===== config.mk =====
export PLATFORM = sky130hd
export DESIGN_NAME = wb_port_arbiter
export DESIGN_NICKNAME = d
export VERILOG_FILES = /design/src/rtl/wb_pkg.sv /design/src/rtl/wb_result_mux.sv /design/src/rtl/wb_port_arbiter.sv
export SDC_FILE = /design/constraint.sdc
export NUM_CORES = 1
export LEC_CHECK = 0
export ABC_AREA = 1
export BUFFER_PORTS_ARGS = -buffer_cell sky130_fd_sc_hd__buf_2
export CAP_MARGIN = 10
export CORE_UTILIZATION = 49
export CTS_CLUSTER_DIAMETER = 30
export DETAILED_ROUTE_END_ITERATION = 10
export PLACE_DENSITY = 0.86
export RECOVER_POWER = 25
export SLEW_MARGIN = 30
export SYNTH_ARGS = -nofsm -noshare
export SYNTH_HDL_FRONTEND = slang
export SYNTH_HIERARCHICAL = 1
export SYNTH_SLANG_ARGS = --single-unit

===== constraint.sdc =====
create_clock -name clk -period 2.43 [get_ports clk]
set_clock_uncertainty 0.2 [all_clocks]
set_input_delay 0.3645 -clock clk [delete_from_list [all_inputs] [get_ports clk]]
set_output_delay 0.3645 -clock clk [all_outputs]
set_load 0.02 [all_outputs]

===== src/rtl/wb_pkg.sv =====
// Shared constants and encodings for the write-back port arbiter and its helpers.
package wb_pkg;

  localparam int DATA_W = 16;
  localparam int ADDR_W = 3;

  typedef enum logic {
    WB_NORMAL = 1'b0,
    WB_FORCE  = 1'b1
  } wb_state_e;

  typedef enum logic [1:0] {
    SRC_NONE = 2'd0,
    SRC_PIPE = 2'd1,
    SRC_SEC  = 2'd2
  } wb_src_e;

endpackage


===== src/rtl/wb_result_mux.sv =====
// Memory/ALU result select for the write-back stage; also reused by the forwarding unit.
module wb_result_mux #(
  parameter int W = 16
) (
  input  logic         i_mem_or_reg,
  input  logic [W-1:0] i_mem_data,
  input  logic [W-1:0] i_alu_data,
  output logic [W-1:0] o_result
);

  assign o_result = i_mem_or_reg ? i_mem_data : i_alu_data;

endmodule


===== src/rtl/wb_port_arbiter.sv =====
// Owns the register-file write port: pipeline has priority, a secondary writer is
// force-granted after MAX_WAIT consecutive refusals. Write outputs are registered.
module wb_port_arbiter #(
  parameter int DATA_W   = 16,
  parameter int ADDR_W   = 3,
  parameter int MAX_WAIT = 4
) (
  input  logic              clk,
  input  logic              rst,
  input  logic              pipe_wb_en,
  input  logic              pipe_mem_or_reg,
  input  logic [DATA_W-1:0] pipe_mem_data,
  input  logic [DATA_W-1:0] pipe_alu_data,
  input  logic [ADDR_W-1:0] pipe_rd,
  input  logic              sec_valid,
  input  logic [ADDR_W-1:0] sec_rd,
  input  logic [DATA_W-1:0] sec_data,
  output logic              sec_ready,
  output logic              stall_pipe,
  output logic              rf_we,
  output logic [ADDR_W-1:0] rf_addr,
  output logic [DATA_W-1:0] rf_wdata
);

  import wb_pkg::*;

  localparam int CNT_W = 4;
  localparam logic [CNT_W-1:0] WAIT_LAST = CNT_W'(MAX_WAIT - 1);

  wb_state_e         r_state;
  wb_state_e         w_state_nxt;
  logic [CNT_W-1:0]  r_wait_cnt;
  logic              w_sec_ready;
  wb_src_e           w_src;
  logic [DATA_W-1:0] w_pipe_result;

  wb_result_mux #(
    .W(DATA_W)
  ) u_result_mux (
    .i_mem_or_reg (pipe_mem_or_reg),
    .i_mem_data   (pipe_mem_data),
    .i_alu_data   (pipe_alu_data),
    .o_result     (w_pipe_result)
  );

  // State register.
  always_ff @(posedge clk) begin
    if (rst) begin
      r_state <= WB_NORMAL;
    end else begin
      r_state <= w_state_nxt;
    end
  end

  // Next-state logic: FORCE lasts exactly one cycle.
  always_comb begin
    w_state_nxt = r_state;
    case (r_state)
      WB_NORMAL: begin
        if (sec_valid && !w_sec_ready && (r_wait_cnt == WAIT_LAST)) begin
          w_state_nxt = WB_FORCE;
        end else begin
          w_state_nxt = WB_NORMAL;
        end
      end
      WB_FORCE: w_state_nxt = WB_NORMAL;
      default:  w_state_nxt = WB_NORMAL;
    endcase
  end

  // Output logic: handshake, stall and source selection.
  always_comb begin
    stall_pipe  = 1'b0;
    w_sec_ready = 1'b0;
    w_src       = SRC_NONE;
    case (r_state)
      WB_NORMAL: w_sec_ready = sec_valid & ~pipe_wb_en;
      WB_FORCE: begin
        stall_pipe  = 1'b1;
        w_sec_ready = sec_valid;
      end
      default: begin
        stall_pipe  = 1'b0;
        w_sec_ready = 1'b0;
      end
    endcase
    // An in-flight grant is dropped while reset is high; the secondary retries.
    if (rst) begin
      w_sec_ready = 1'b0;
    end else begin
      w_sec_ready = w_sec_ready;
    end
    if (w_sec_ready) begin
      w_src = SRC_SEC;
    end else if ((r_state == WB_NORMAL) && pipe_wb_en) begin
      w_src = SRC_PIPE;
    end else begin
      w_src = SRC_NONE;
    end
  end

  assign sec_ready = w_sec_ready;

  // Consecutive-refusal counter, saturating.
  always_ff @(posedge clk) begin
    if (rst) begin
      r_wait_cnt <= '0;
    end else if ((r_state == WB_FORCE) || !sec_valid || w_sec_ready) begin
      r_wait_cnt <= '0;
    end else if (r_wait_cnt != {CNT_W{1'b1}}) begin
      r_wait_cnt <= r_wait_cnt + 4'd1;
    end else begin
      r_wait_cnt <= r_wait_cnt;
    end
  end

  // Registered write port; address/data hold when nothing is granted.
  always_ff @(posedge clk) begin
    if (rst) begin
      rf_we    <= 1'b0;
      rf_addr  <= '0;
      rf_wdata <= '0;
    end else begin
      case (w_src)
        SRC_PIPE: begin
          rf_we    <= 1'b1;
          rf_addr  <= pipe_rd;
          rf_wdata <= w_pipe_result;
        end
        SRC_SEC: begin
          rf_we    <= 1'b1;
          rf_addr  <= sec_rd;
          rf_wdata <= sec_data;
        end
        default: begin
          rf_we    <= 1'b0;
          rf_addr  <= rf_addr;
          rf_wdata <= rf_wdata;
        end
      endcase
    end
  end

endmodule


==> results of run 1 <==
## synth_stat cells (all sizes together)
cell | instances | area (µm²)
nand2 | 93 | 367
nor2 | 2 | 7.51
nand3 | 40 | 200
dfxtp | 25 | 500
nor3 | 2 | 10.0
nand4 | 21 | 131
buf | 16 | 123
a21oi | 4 | 23.8
inv | 45 | 174
o21ai | 1 | 5.00
ha | 1 | 12.5
nor3b | 1 | 12.5
## sequential cells by signal (all words and copies together), names as in the netlist
name / cells
rf_wdata: 16
rf_addr: 3
rf_we: 1
r_state: 1
r_wait_cnt: 4
## cell type report
type	instances	area (µm²)
clock inverter	1	7.51
sequential	25	500
tap	44	55.1
multi-input combinational	165	762
timing repair buffer	84	423
clock buffer	3	22.5
fill	349	1110
inverter	45	174
## how the worst max path moves through the flow
| stage | start | endpoint | slack, ns | cells past startpoint |
|---|---|---|---|---|
| after CTS | r_state$_SDFF_PP0_ | sec_ready | 0.55 | 5 |
| final | r_state$_SDFF_PP0_ | sec_ready | 0.36 | 5 |
| after global placement | sec_valid | rf_wdata[13]$_SDFFE_PP0P_ | 0.61 | 5 |
| after detailed placement | sec_valid | rf_wdata[12]$_SDFFE_PP0P_ | 0.55 | 5 |
| after floorplan | r_state$_SDFF_PP0_ | sec_ready | 0.60 | 5 |
| after global routing | r_state$_SDFF_PP0_ | sec_ready | 0.27 | 5 |
## metrics by stage
step	util	setup slack [ns]
3_3_place_gp	0.632	0.615
3_5_place_dp	0.632	0.552
5_1_grt	0.637	0.268
2_1_floorplan	-	0.602
6_report	0.637	0.364
4_1_cts	0.642	0.549
## kinds of logic after synthesis
| kind of cell | count (synthesis) | synth area share |
|---|---|---|
| fa+ha+maj | 1 | 0.00799 |
| compound gates | 5 | 0.0184 |
| simple gates | 159 | 0.465 |
| flops | 25 | 0.319 |
| buf+inv | 61 | 0.189 |
## power by group through the flow
stage,logic [µW],clock network (µW),registers (µW)
after detailed placement,246,0,467
after global routing,275,208,462
after CTS,247,189,458
after floorplan,125,0,501
after global placement,242,0,465
final,243,188,458
## layer usage
layer | track usage | vias up | part of all wire
met5 | 0 | - | 0
met4 | 0.0816 | 0 | 0.0071
met3 | 0.0132 | 2 | 0.060
met2 | 0.404 | 78 | 0.49
met1 | 0.333 | 764 | 0.44
li1 | - | 932 | -
## tightest hold or removal path: stages
cell	delay, ns
buf_2	0.08
inv_1	0.03
nand2_1	0.05
nand3_1	0.07
nand2_1	0.05
==> metrics.md, run 1 <==
| Metric | Value |
|---|---|
| Num CTS Buffers | 3 |
| Slew Viols, Final | 0 |
| Critical path launch point type | register |
| Status | finished clean |
| Setup TNS | 0 ns |
| Postcts setup bufs | 0 |
| Cell mode on critical path | inv_1 |
| Max Cap Viol | 0 |
| Finished Layout Cells | roughly 370 |
| Clock power share | 0.212 |
| Final ANT Viol Nets | 0 |
| Initial antenna violation count | 0 |
| Buffers added on ports | 80 |
| Final hold violation count | 0 |
| Sw Ratio | 0.329 |
| Hold path depth | 5 |
| Worst-path clk slew | 0.14 ns |
| Setup crit end kind | output pin |
| Crit-path leading delay family | buffers and inverters |
| Placer Congestion | 0.844 |
| RR Endpoint | r_wait_cnt[0]$_SDFFE_PP0P_ |
| Die extent in x | 58.5 µm |
| Fin area | around 2000 µm² |
| Die area | 3430 µm² |
| Worst r2r src | r_state$_SDFF_PP0_ |
| Post-synthesis sequential area ratio | 0.319 |
| Area after DPL | 1930 µm² |
| Fin nets | 384 |
| Initial core utilization | 0.513 |
| Crit path max fanout | 21 |
| Core box area | approximately 3100 µm² |
| Hold Crit Class | primary input to register |
| Post-synthesis cell area | 1570 µm² |
| Post-cts sizing count | 0 |
| CTS tree | yes |
| CP max stage delay | 0.46 ns |
| H-tree Lvls | 1 |
| Netlist cell types | 20 |
| Via density | 4.84 |
| Hold path startpoint | pipe_rd[0] |
| Switching power | 292 µW |
| Minimum hold slack | 0.139 ns |
| Yosys warning count | 6 |
| Critical path's slowest cell | inv_1 |
| Worst-Margin Slew | between 0.8 and 0.9 ns |
| CP Cell Sequence | inv_1 -> nand2_2 -> inv_1 -> nor3_1 -> buf_2 |
| FF-to-FF path depth | 5 |
| Root Driver | clkbuf_4 |
| Row count | 20 |
| Clk_lat worst skew | 0.31 ns |
| # IOs | 81 |
| Post-Place Cells | 363 |
| Combinational fraction of design power | 0.273 |
| Routed WL per cell | 10.4 µm |
| PwrDens | 457 nW/µm² |
| Worst Path Buf+Inv | 3 |
| Tot GR Track Use | 0.241 |
| Post-DP HPWL | 2900 µm |
| Period minus WS final | 2.07 ns |
| Unrepaired setup endpoints after global routing | false |
| CTS sink cnt | 25 |
| First-pass GRT wire length | 6540 µm |
| Layout cells sized above 1 | 0.282 |
| Worst Path Arrival | 1.50 ns |
| #FFs+latches synth | 25 |
| Via Count | 1776 |
| Final WL | 3800 µm |
| Total power | 889 µW |
| Leakage | 0.00115 µW |
| Int Pwr | 596 µW |
| Post-synthesis area per instance | between 6 and 7 µm² |
| Finish-stage setup viols | 0 |
| Post-CTS Hold Fix Bufs | 0 |
| Post-synthesis cell count | 251 |
| Vias in the first global route | between 1500 and 2000 |
| Die H | 58.5 µm |
| 1st-pass router iterations | 5 |
| Drt drc | 0 |
| Commonest non-fill, non-tap cell in the layout | nand2_1 |
| Sequential group share of total power | 0.515 |
| Max Fclk | 484 MHz |
| Remaining Overflow, GRT | 0 |
| Commonest non-fill, non-tap cells in the layout | 87 x nand2_1, 74 x buf_2, 43 x inv_1 |
| Tcrit/Tclk final | 0.850 |
| Maximum number of pins on one net before global-route repair | 39 |
| Crit Path Class | register to output pin |
| Rel. slew slack | 0.438 |
| Diodes inserted | 0 |
| Peak VDD IR | about 0.21 mV |
| Reg2reg setup slack | 0.70 ns |
| Crit path required time | approximately 1.9 ns |
| Worst-case clock buffer depth | 2 |
| Min-Delay Endpoint | rf_addr[0]$_SDFFE_PP0P_ |
| Layout area overhead | 24.1% |
| DR iter-0 viols | 85 |
| Synth Net Count | 311 |
Power figures use the tool's default switching activity.
==> inputs of run 2 (changes only) <==
--- a/config.mk
+++ b/config.mk
@@ -11,8 +11,9 @@
 export CORE_UTILIZATION = 49
 export CTS_CLUSTER_DIAMETER = 30
 export DETAILED_ROUTE_END_ITERATION = 10
-export PLACE_DENSITY = 0.86
+export PLACE_DENSITY_LB_ADDON = 0.1
 export RECOVER_POWER = 25
+export REMOVE_ABC_BUFFERS = 1
 export SLEW_MARGIN = 30
 export SYNTH_ARGS = -nofsm -noshare
 export SYNTH_HDL_FRONTEND = slang
==> run 2 against run 1 <==
  * Sequential power is essentially flat
  * Register-to-register slack got worse by 0.16 ns
  * Critical path depth is 1 higher
  * Clock power is 2% higher
  * Die area did not move
  * Sequential cell count is the same
  * Critical path type is now register to register
  * Maximum frequency up 9.1%
  * Sequential share of layout area about the same
==> metrics.md, run 2 (synthesis results as in run 1) <==
| Metric | Value |
|---|---|
| Status | finished clean |
| Row count | 20 (unchanged) |
| Critical path launch point type | register |
| Clk_lat worst skew | 0.33 ns (+0.02 ns) |
| Multi-input combinational cell area | 762 µm² (unchanged) |
| Drt drc | 0 (unchanged) |
| Placer Congestion | 0.740 (-12%) |
| Post-Place Cells | 364 (+0.28%) |
| Reg2reg setup slack | 0.54 ns (-0.16 ns) |
| Switching power | 295 µW (+0.87%) |
| Layout cells sized above 1 | 0.281 (-0.000870) |
| Fin area | 1950 µm² (about the same) |
| CTS sink cnt | 25 (unchanged) |
| Remaining Overflow, GRT | 0 (unchanged) |
| Hold path depth | 5 (unchanged) |
| Max Cap Viol | 0 (unchanged) |
| Worst Path Buf+Inv | 3 (unchanged) |
| Final ANT Viol Nets | 0 (unchanged) |
| Combinational fraction of design power | 0.272 (about the same) |
| Die area | 3430 µm² (unchanged) |
| Peak VDD IR | 0.197 mV (-7.8%) |
| Post-CTS Hold Fix Bufs | 0 (unchanged) |
| Worst-case clock buffer depth | 2 (unchanged) |
| CP Cell Sequence | inv_1 -> nand2_1 -> clkinv_1 -> clkbuf_1 -> nand2_2 -> nor3b_1 |
| Postcts setup bufs | 0 (unchanged) |
| CP max stage delay | 0.68 ns (+0.22 ns) |
| Critical path's slowest cell | clkbuf_1 |
| Worst Path Arrival | 1.96 ns (+0.46 ns) |
| Maximum number of pins on one net before global-route repair | 39 (unchanged) |
| Max Fclk | 528 MHz (+9.1%) |
| FF+latch area | 500 µm² (unchanged) |
| Post-cts sizing count | 0 (unchanged) |
| Area after DPL | 1940 µm² (+0.39%) |
| Commonest non-fill, non-tap cell in the layout | nand2_1 |
| Period minus WS final | 1.89 ns (-0.172 ns) |
| Sequential group share of total power | 0.512 (-0.003) |
| Core box area | 3050 µm² (unchanged) |
| Crit path max fanout | 20 (-4.8%) |
| Worst-Margin Slew | 0.911 ns (+0.0678 ns) |
| Crit path required time | 2.49 ns (+0.62 ns) |
| Clock power share | 0.216 (+0.004) |
| Unrepaired setup endpoints after global routing | false |
| Initial core utilization | 0.513 (unchanged) |
| Sw Ratio | 0.331 (+0.00221) |
| Top reg by flops | rf_wdata |
| CTS tree | yes |
| Routed WL per cell | 9.93 µm (-4.2%) |
| Num CTS Buffers | 3 (unchanged) |
| 1st-pass router iterations | 4 (-1) |
| Vias in the first global route | 1418 (-7.7%) |
| Biggest regs | rf_wdata: 16 flops, r_wait_cnt: 4 flops, rf_addr: 3 flops |
| PwrDens | 458 nW/µm² (+0.13%) |
| Post-DP HPWL | 2600 µm (-10%) |
| Rel. slew slack | 0.393 (-0.0452) |
| Final WL | 3650 µm (-3.9%) |
| Max FFs per register | 16 (unchanged) |
| Setup TNS | 0 ns (unchanged) |
| Int Pwr | 596 µW (-0.14%) |
| Finished Layout Cells | 368 (+0.27%) |
| First-pass GRT wire length | 5990 µm (-8.4%) |
| Die H | 58.5 µm (unchanged) |
| Diodes inserted | 0 (unchanged) |
| Tcrit/Tclk final | 0.779 (-0.0708) |
| Tot GR Track Use | 0.226 (-0.0155) |
| Worst-path clk slew | 0.14 ns (about the same) |
| Initial antenna violation count | 0 (unchanged) |
| Via density | 4.79 (-0.95%) |
| Root Driver | clkbuf_4 |
| Final hold violation count | 0 (unchanged) |
| Fin nets | 385 (+0.26%) |
| Layout area overhead | 24.2% (about the same) |
| H-tree Lvls | 1 (unchanged) |
| Via Count | 1764 (-0.68%) |
| Crit-path leading delay family | buffers and inverters |
| Fillers | 358 (+2.6%) |
| Hold Crit Class | primary input to register |
| Leakage | 0.00115 µW (+0.24%) |
| Total power | 891 µW (+0.19%) |
| Slew Viols, Final | 0 (unchanged) |
| FF-to-FF path depth | 6 (+1) |
| # IOs | 81 (unchanged) |
| CP Depth | 6 (+1) |
| Setup crit end kind | register |
| Finish-stage setup viols | 0 (unchanged) |
| Buffers added on ports | 80 (unchanged) |
| Crit Path Class | register to register |
| DR iter-0 viols | 63 (-26%) |
| Die extent in x | 58.5 µm (unchanged) |
| Commonest non-fill, non-tap cells in the layout | 87 x nand2_1, 74 x buf_2, 42 x inv_1 |
==> run 2: cell types whose count changed in the layout (fill, tap and decap cells not counted) <==
cell	change
clkbuf_1	+1
clkinv_1	+1
clkinv_2	+1
clkinvlp_4	-1
inv_1	-1
==> run 2: final cells by class <==
cell class,instances,share of cell area
multi-input combinational,165,0.392
sequential,25,0.257
timing repair buffer,85,0.219
inverter,45,0.0894
tap,44,0.0283
clock buffer,3,0.0116
clock inverter,1,0.00257
==> run 2: worst min-delay path, cell delays in order <==
cell	delay, ns
buf_2	0.07
inv_1	0.03
nand2_1	0.05
nand3_1	0.07
nand2_1	0.05
==> run 2: worst paths after layout <==
path	from	end
max	r_state$_SDFF_PP0_	r_wait_cnt[0]$_SDFFE_PP0P_
min	pipe_rd[1]	rf_addr[1]$_SDFFE_PP0P_
max reg2reg	r_state$_SDFF_PP0_	r_wait_cnt[0]$_SDFFE_PP0P_
min reg2reg	rf_addr[0]$_SDFFE_PP0P_	rf_addr[0]$_SDFFE_PP0P_
==> run 2: power by group through the flow <==
stage	Combinational (µW)	Sequential, µW	Clock [µW]
3_5_place_dp	247	465	0
5_1_grt	273	460	207
4_1_cts	248	456	199
2_1_floorplan	102	501	0
6_report	242	456	192
3_3_place_gp	244	465	0
==> run 2: routing by layer <==
metal / wire [µm] / vias to the layer above / GRT usage
met2: 1730 / 63 / 0.384
met1: 1690 / 763 / 0.288
met5: 0 / - / 0
li1: - / 934 / -
met4: 58 / 0 / 0.105
met3: 180 / 4 / 0.0220
==> run 2: through the flow <==
stage               hold WS (ns)  worst slack (ns)  utilization
detailed placement         0.266             0.629        0.634
CTS                        0.123             0.670        0.643
global route               0.151             0.319        0.637
global placement           0.260             0.681        0.634
floorplan                  0.277             0.225            -
finish                     0.124             0.536        0.637
